[config.mk]
export PLATFORM = sky130hd
export DESIGN_NAME = mem_access_stage
export DESIGN_NICKNAME = d
export VERILOG_FILES = /design/src/rtl/mem_access_stage_pkg.sv /design/src/rtl/mem_lane_align.sv /design/src/rtl/mem_access_stage.sv
export SDC_FILE = /design/constraint.sdc
export NUM_CORES = 1
export LEC_CHECK = 0
export BUFFER_PORTS_ARGS = -buffer_cell sky130_fd_sc_hd__buf_2
export CORE_MARGIN = 2
export CORE_UTILIZATION = 38
export DETAILED_ROUTE_END_ITERATION = 8
export GPL_ROUTABILITY_DRIVEN = 0
export HOLD_SLACK_MARGIN = 0.06
export PLACE_DENSITY_LB_ADDON = 0.3
export SETUP_SLACK_MARGIN = 0.15
export SYNTH_ARGS = -nofsm -noshare
export SYNTH_HDL_FRONTEND = slang
export SYNTH_SLANG_ARGS = --single-unit
[constraint.sdc]
create_clock -name clk -period 10.5 [get_ports clk]
set_input_delay 0.525 -clock clk [delete_from_list [all_inputs] [get_ports clk]]
set_output_delay 0.525 -clock clk [all_outputs]
set_load 0.02 [all_outputs]
[src/rtl/mem_access_stage_pkg.sv]
// Shared encodings for the memory-access stage: opcode bit positions, funct3 sizes, FSM states.
package mem_access_stage_pkg;

    localparam int unsigned OPCODE_W      = 10;
    localparam int unsigned OP_LOAD_WORD  = 2;
    localparam int unsigned OP_STORE_WORD = 5;

    localparam logic [2:0] F3_B  = 3'b000;
    localparam logic [2:0] F3_H  = 3'b001;
    localparam logic [2:0] F3_W  = 3'b010;
    localparam logic [2:0] F3_BU = 3'b100;
    localparam logic [2:0] F3_HU = 3'b101;

    typedef enum logic [1:0] {SZ_B, SZ_H, SZ_W} size_t;
    typedef enum logic {MEM_IDLE, MEM_ACCESS} mem_state_t;

    // Unsupported encodings (011, 110, 111) fall through to word access.
    function automatic size_t access_size(input logic [2:0] f3);
        case (f3)
            F3_B, F3_BU: return SZ_B;
            F3_H, F3_HU: return SZ_H;
            default:     return SZ_W;
        endcase
    endfunction

endpackage

[src/rtl/mem_lane_align.sv]
// Byte-lane steering: store enables/replication, load lane extraction/extension, misalignment.
module mem_lane_align
    import mem_access_stage_pkg::*;
(
    input  logic [2:0]  funct3,
    input  logic [1:0]  offset,
    input  logic [31:0] rs2,
    input  logic [31:0] rdata,
    output logic [3:0]  sel,
    output logic [31:0] wdata,
    output logic [31:0] ldata,
    output logic        misaligned
);

    size_t       size;
    logic        zext;
    logic [31:0] lane;

    always_comb begin
        size       = access_size(funct3);
        zext       = funct3[2];
        lane       = rdata >> {offset, 3'b000};
        sel        = 4'b1111;
        wdata      = rs2;
        ldata      = rdata;
        misaligned = 1'b0;
        case (size)
            SZ_B: begin
                sel   = 4'b0001 << offset;
                wdata = {4{rs2[7:0]}};
                ldata = {{24{~zext & lane[7]}}, lane[7:0]};
            end
            SZ_H: begin
                sel        = 4'b0011 << offset;
                wdata      = {2{rs2[15:0]}};
                ldata      = {{16{~zext & lane[15]}}, lane[15:0]};
                misaligned = offset[0];
            end
            default: begin
                misaligned = |offset;
            end
        endcase
    end

endmodule

[src/rtl/mem_access_stage.sv]
// Memory stage: accepts execute results, runs a req/ack data-memory access, forwards to writeback.
module mem_access_stage
    import mem_access_stage_pkg::*;
#(
    parameter int AWIDTH = 5,
    parameter int DWIDTH = 32
) (
    input  logic                clk,
    input  logic                rst,
    input  logic                ex_i_valid,
    input  logic [OPCODE_W-1:0] ex_i_opcode,
    input  logic [2:0]          ex_i_funct3,
    input  logic [DWIDTH-1:0]   ex_i_alu_value,
    input  logic [DWIDTH-1:0]   ex_i_data_rs2,
    input  logic [AWIDTH-1:0]   ex_i_addr_rd,
    input  logic                ex_i_we_reg,
    output logic                mem_o_ready,
    output logic                m_o_req,
    output logic                m_o_we,
    output logic [DWIDTH-1:0]   m_o_addr,
    output logic [DWIDTH-1:0]   m_o_wdata,
    output logic [3:0]          m_o_sel,
    input  logic                m_i_ack,
    input  logic [DWIDTH-1:0]   m_i_rdata,
    output logic                wb_o_valid,
    output logic [AWIDTH-1:0]   wb_o_addr_rd,
    output logic                wb_o_we_reg,
    output logic [DWIDTH-1:0]   wb_o_data_rd,
    output logic                wb_o_misaligned
);

    mem_state_t        state;
    logic [2:0]        f3_q;
    logic [1:0]        off_q;
    logic [AWIDTH-1:0] rd_q;
    logic              we_q;

    logic              is_load, is_store;
    logic [2:0]        al_f3;
    logic [1:0]        al_off;
    logic [3:0]        al_sel;
    logic [31:0]       al_wdata, al_ldata;
    logic              al_misaligned;

    assign is_load     = ex_i_opcode[OP_LOAD_WORD];
    assign is_store    = ex_i_opcode[OP_STORE_WORD];
    assign mem_o_ready = (state == MEM_IDLE) & ~rst;

    // One aligner serves both phases: request-side outputs matter only in IDLE,
    // load extraction only in ACCESS, so its inputs are muxed on state.
    always_comb begin
        al_f3  = ex_i_funct3;
        al_off = ex_i_alu_value[1:0];
        if (state == MEM_ACCESS) begin
            al_f3  = f3_q;
            al_off = off_q;
        end
    end

    mem_lane_align u_align (
        .funct3     (al_f3),
        .offset     (al_off),
        .rs2        (ex_i_data_rs2),
        .rdata      (m_i_rdata),
        .sel        (al_sel),
        .wdata      (al_wdata),
        .ldata      (al_ldata),
        .misaligned (al_misaligned)
    );

    always_ff @(posedge clk or posedge rst) begin
        if (rst) begin
            state           <= MEM_IDLE;
            m_o_req         <= 1'b0;
            m_o_we          <= 1'b0;
            m_o_addr        <= '0;
            m_o_wdata       <= '0;
            m_o_sel         <= '0;
            wb_o_valid      <= 1'b0;
            wb_o_addr_rd    <= '0;
            wb_o_we_reg     <= 1'b0;
            wb_o_data_rd    <= '0;
            wb_o_misaligned <= 1'b0;
            f3_q            <= '0;
            off_q           <= '0;
            rd_q            <= '0;
            we_q            <= 1'b0;
        end else begin
            wb_o_valid      <= 1'b0;
            wb_o_misaligned <= 1'b0;
            case (state)
                MEM_IDLE: begin
                    if (ex_i_valid) begin
                        if ((is_load | is_store) & al_misaligned) begin
                            wb_o_valid      <= 1'b1;
                            wb_o_misaligned <= 1'b1;
                            wb_o_we_reg     <= 1'b0;
                            wb_o_addr_rd    <= ex_i_addr_rd;
                        end else if (is_load | is_store) begin
                            state     <= MEM_ACCESS;
                            m_o_req   <= 1'b1;
                            m_o_we    <= ~is_load;
                            m_o_addr  <= {ex_i_alu_value[DWIDTH-1:2], 2'b00};
                            m_o_wdata <= al_wdata;
                            m_o_sel   <= al_sel;
                            f3_q      <= ex_i_funct3;
                            off_q     <= ex_i_alu_value[1:0];
                            rd_q      <= ex_i_addr_rd;
                            we_q      <= ex_i_we_reg & is_load;
                        end else begin
                            wb_o_valid   <= 1'b1;
                            wb_o_addr_rd <= ex_i_addr_rd;
                            wb_o_we_reg  <= ex_i_we_reg;
                            wb_o_data_rd <= ex_i_alu_value;
                        end
                    end
                end
                MEM_ACCESS: begin
                    if (m_i_ack) begin
                        state        <= MEM_IDLE;
                        m_o_req      <= 1'b0;
                        wb_o_valid   <= 1'b1;
                        wb_o_addr_rd <= rd_q;
                        wb_o_we_reg  <= we_q;
                        if (!m_o_we)
                            wb_o_data_rd <= al_ldata;
                    end
                end
                default: state <= MEM_IDLE;
            endcase
        end
    end

endmodule
==> report_table.html <==
<table>
<tr><th>Metric</th><th>Value</th></tr>
<tr><th colspan="2">Setup path</th></tr>
<tr><td>Max FO, Critical Path</td><td>53</td></tr>
<tr><td>Cell with the biggest individual delay on the critical path</td><td>dfrtp_2</td></tr>
<tr><td>Critical Path End Type</td><td>register</td></tr>
<tr><td>Worst endpoint data arrival time</td><td>3630 ps</td></tr>
<tr><td>Library cell appearing most often on the critical path</td><td>mux2_2</td></tr>
<tr><td>Crit start category</td><td>register</td></tr>
<tr><td>Number of cells traversed by the worst register-to-register path</td><td>5</td></tr>
<tr><td>Stage delay of the slowest cell on the critical path</td><td>660 ps</td></tr>
<tr><td>Critical Path RT</td><td>10800 ps</td></tr>
<tr><td>Critical path start-end classification</td><td>reg2reg</td></tr>
<tr><td>Critical path, cell by cell</td><td>mux2_2 -&gt; a311oi_2 -&gt; and2_2 -&gt; buf_4 -&gt; mux2_2</td></tr>
<tr><th colspan="2">Drt</th></tr>
<tr><td>Via-to-Cell Ratio</td><td>5.22</td></tr>
<tr><td>Residual antenna-violating net count after detailed routing</td><td>0</td></tr>
<tr><td>Total wire length after detailed routing</td><td>19300 um</td></tr>
<tr><td>Violation count after the first detailed-route iteration</td><td>287</td></tr>
<tr><td>Average wire per cell in the routed design</td><td>17.7 um</td></tr>
<tr><td>Number of vias after detailed routing</td><td>5671</td></tr>
<tr><td>Residual DRC count</td><td>0</td></tr>
<tr><td>Number of iterations in the first detailed-routing pass</td><td>5</td></tr>
<tr><th colspan="2">Place</th></tr>
<tr><td>Post-Place Setup Slack</td><td>7170 ps</td></tr>
<tr><td>HPWL after detailed placement</td><td>13500 um</td></tr>
<tr><td>Placed inst area</td><td>7140 sq um</td></tr>
<tr><td>Count of input and output buffers</td><td>219</td></tr>
<tr><td>Dpl cells</td><td>1054</td></tr>
<tr><th colspan="2">Synthesis</th></tr>
<tr><td>Synth Warn #</td><td>0</td></tr>
<tr><td>Cell types occupying the most area after synthesis</td><td>dfrtp_1, nand2_1, mux2i_1</td></tr>
<tr><td>Area fraction of the dominant cell type after synthesis</td><td>0.505</td></tr>
<tr><td>Portion of the post-synthesis area used by sequential elements</td><td>0.505</td></tr>
<tr><td>Number of synthesized register bits</td><td>120</td></tr>
<tr><td>Cell taking the most area after synthesis</td><td>dfrtp_1</td></tr>
<tr><td>Number of synthesized flops with an enable pin</td><td>0</td></tr>
<tr><td>Gate Count Post-Synth</td><td>663</td></tr>
<tr><td>Unique cell type count in the Yosys netlist</td><td>47</td></tr>
<tr><td>Mean instance size in the synthesized netlist</td><td>8.97 sq um</td></tr>
<tr><td>FFs w/ async S/R, synth</td><td>1.00</td></tr>
<tr><td>Primary flip-flop cell chosen by synthesis mapping</td><td>dfrtp_1</td></tr>
<tr><td>Cell Area, Synth</td><td>5940 sq um</td></tr>
<tr><th colspan="2">Hold path</th></tr>
<tr><td>Worst hold-check path type</td><td>in2async</td></tr>
<tr><th colspan="2">Pwr</th></tr>
<tr><td>Relative contribution of combinational cells to total power</td><td>0.433</td></tr>
<tr><td>Switching Fraction</td><td>0.422</td></tr>
<tr><td>Part of the power in the clock network</td><td>0.243</td></tr>
<tr><td>NetSw</td><td>1.06 mW</td></tr>
<tr><td>Power density normalized to cell area</td><td>325 nW/um^2</td></tr>
<tr><td>Power Total</td><td>2.52 mW</td></tr>
<tr><td>Proportion of power drawn by flip-flops and latches</td><td>0.324</td></tr>
<tr><td>Static leakage power</td><td>3.95 nW</td></tr>
<tr><td>Max VDD drop</td><td>0.119 mV</td></tr>
<tr><td>Internal Power</td><td>1.46 mW</td></tr>
<tr><th colspan="2">STA</th></tr>
<tr><td>Time the worst path needs with I/O delays and setup</td><td>3340 ps</td></tr>
<tr><td>Final period util</td><td>0.318</td></tr>
<tr><td>Actual slew at the worst max-slew pin</td><td>1030 ps</td></tr>
<tr><td>Setup repair after global routing missed its margin</td><td>false</td></tr>
<tr><td>Setup TNS Final</td><td>0 ps</td></tr>
<tr><td>Slew margin rel.</td><td>0.316</td></tr>
<tr><td>Final setup fails</td><td>0</td></tr>
<tr><td>Slew Limit Fails</td><td>0</td></tr>
<tr><td>Peak clock frequency supported by timing</td><td>0.300 GHz</td></tr>
<tr><td>Endpoints failing hold</td><td>0</td></tr>
<tr><td>Hold Slack</td><td>289 ps</td></tr>
<tr><td>Worst Slack Setup Final</td><td>7160 ps</td></tr>
<tr><td>Setup skew after layout</td><td>7.41 ps</td></tr>
<tr><th colspan="2">CTS</th></tr>
<tr><td>Cell at the root of the clock tree</td><td>clkbuf_16</td></tr>
<tr><td>Post-CTS setup-driven buffer insertion count</td><td>0</td></tr>
<tr><td>Hold-fix buffers at CTS</td><td>0</td></tr>
<tr><td>Maximum buffer depth of the clock tree</td><td>2</td></tr>
<tr><td>Post-CTS Resized</td><td>0</td></tr>
<tr><td>TritonCTS clock tree</td><td>done</td></tr>
<tr><td>Clock latency reported for the late side of the worst-skew pair</td><td>420 ps</td></tr>
<tr><td>Level count of the clock H-tree</td><td>4</td></tr>
<tr><td>Clock buffer count from CTS</td><td>17</td></tr>
<tr><td>Clock-pin slew on the worst setup and hold paths</td><td>60 ps</td></tr>
<tr><td>Sinks on Clock Net</td><td>120</td></tr>
<tr><th colspan="2">Finish</th></tr>
<tr><td>Core utilization of the finished layout</td><td>0.509</td></tr>
<tr><td>Syn-to-layout area delta</td><td>30.5%</td></tr>
<tr><td>Fill count</td><td>1535</td></tr>
<tr><td>Post-Layout Inst Area</td><td>7760 sq um</td></tr>
<tr><td>Commonest non-fill, non-tap cell in the layout</td><td>buf_2</td></tr>
<tr><td>Most frequent cells in the layout</td><td>buf_2, nand2_1, dfrtp_1</td></tr>
<tr><td>Number of cells in the finished layout apart from fillers</td><td>1087</td></tr>
<tr><td>Proportion of layout cells with a drive suffix above 1</td><td>0.325</td></tr>
<tr><td>Registers with the most flip-flops</td><td>m_o_wdata x32, wb_o_data_rd x32, m_o_addr x30</td></tr>
<tr><td>Post-layout net count</td><td>981</td></tr>
<tr><th colspan="2">Die</th></tr>
<tr><td>Starting utilization of the core area</td><td>0.390</td></tr>
<tr><td>Die Wd</td><td>129 um</td></tr>
<tr><td>Number of I/O pins</td><td>230</td></tr>
<tr><td>Die Area</td><td>16700 sq um</td></tr>
<tr><td>Floorplan Core Area</td><td>15300 sq um</td></tr>
<tr><td>Num rows</td><td>45</td></tr>
<tr><td>Die H</td><td>129 um</td></tr>
<tr><th colspan="2">Run</th></tr>
<tr><td>Max cap viols</td><td>0</td></tr>
<tr><th colspan="2">Outcome</th></tr>
<tr><td>Outcome</td><td>complete, no violations</td></tr>
<tr><th colspan="2">Global routing</th></tr>
<tr><td>GRT Resource Usage Total</td><td>0.233</td></tr>
<tr><td>Residual overflow from global routing</td><td>0</td></tr>
<tr><td>Via count of the first global-routing pass</td><td>5522</td></tr>
<tr><td>Maximum number of pins on one net before global-route repair</td><td>85</td></tr>
<tr><td>Initial antenna violation count</td><td>3</td></tr>
<tr><td>Global-route wire length before repair</td><td>29800 um</td></tr>
</table>
routing by layer:
metal	wire (um)	global-route usage
met5	13	0
met2	8850	0.370
met1	8230	0.300
met4	353	0.0716
met3	1810	0.0863
worst paths after layout:
kind                                                from                  endpoint  slack (ps)
max in group asynchronous                            rst           state$_DFF_PP0_        8870
worst max register to register           state$_DFF_PP0_    m_o_sel[1]$_DFFE_PP0P_        7160
worst min-delay path                                 rst  m_o_addr[31]$_DFFE_PP0P_         290
min in group clk                                 m_i_ack           state$_DFF_PP0_         310
worst max-delay path                     state$_DFF_PP0_    m_o_sel[1]$_DFFE_PP0P_        7160
worst min register to register  m_o_addr[13]$_DFFE_PP0P_  m_o_addr[13]$_DFFE_PP0P_         460
critical path, delay by kind of cell (launching register included):
| family | cells | cell delay (ps) |
|---|---|---|
| AO/OA/AOI/OAI | 1 | 500 |
| buffers and inverters | 1 | 580 |
| flip-flops | 1 | 660 |
| multiplexers | 2 | 940 |
| AND/OR/NAND/NOR | 1 | 520 |
layout make-up:
cell class / count / area (sq um) / share of cell area
Multi-Input combinational cell: 492 / 2700 / 0.348
Clock buffer: 23 / 498 / 0.0642
Antenna cell: 2 / 5.00 / 0.000645
Inverter: 5 / 21.3 / 0.00274
Timing Repair Buffer: 226 / 1150 / 0.148
Tap cell: 211 / 264 / 0.0340
Sequential cell: 120 / 3000 / 0.387
Clock inverter: 8 / 118 / 0.0152
power groups by stage:
stage          combinational, mW  sequential [mW]  clock (mW)
3_3_place_gp                1.09            0.813           0
4_1_cts                     1.10            0.816       0.623
5_1_grt                     1.20            0.846       0.644
6_report                    1.09            0.816       0.613
2_1_floorplan              0.501             1.05           0
3_5_place_dp                1.10            0.819           0
cells by family after synthesis:
| group | count (synthesis) | share of synthesized area |
|---|---|---|
| AOI/OAI and AO/OA | 154 | 0.175 |
| buffers and inverters | 52 | 0.0431 |
| DFF | 120 | 0.505 |
| muxes | 38 | 0.0707 |
| other | 1 | 0.000631 |
| and+or+nand+nor | 298 | 0.205 |
synthesized netlist by cell type (2+ instances only):
library cell  number
o31ai_1            5
clkbuf_1          23
o21ai_2           10
a221oi_1          17
and3_1             2
mux2_2             5
a21oi_1           27
nor3b_1            3
o22a_1             3
a211oi_1           8
a311oi_1           2
o221ai_1           6
nand2_1          213
buf_6              3
dfrtp_1          120
o2bb2ai_1          2
and3b_1            2
nor2_1            44
nand3_1            7
buf_4              5
a21o_1             7
a22oi_1            3
and2_1             5
a31oi_1           17
nor3_1            10
inv_1              4
buf_2             16
mux2i_1           29
or3_1              8
o21ai_0           40
No activity file was read; power rests on OpenSTA's default activity.
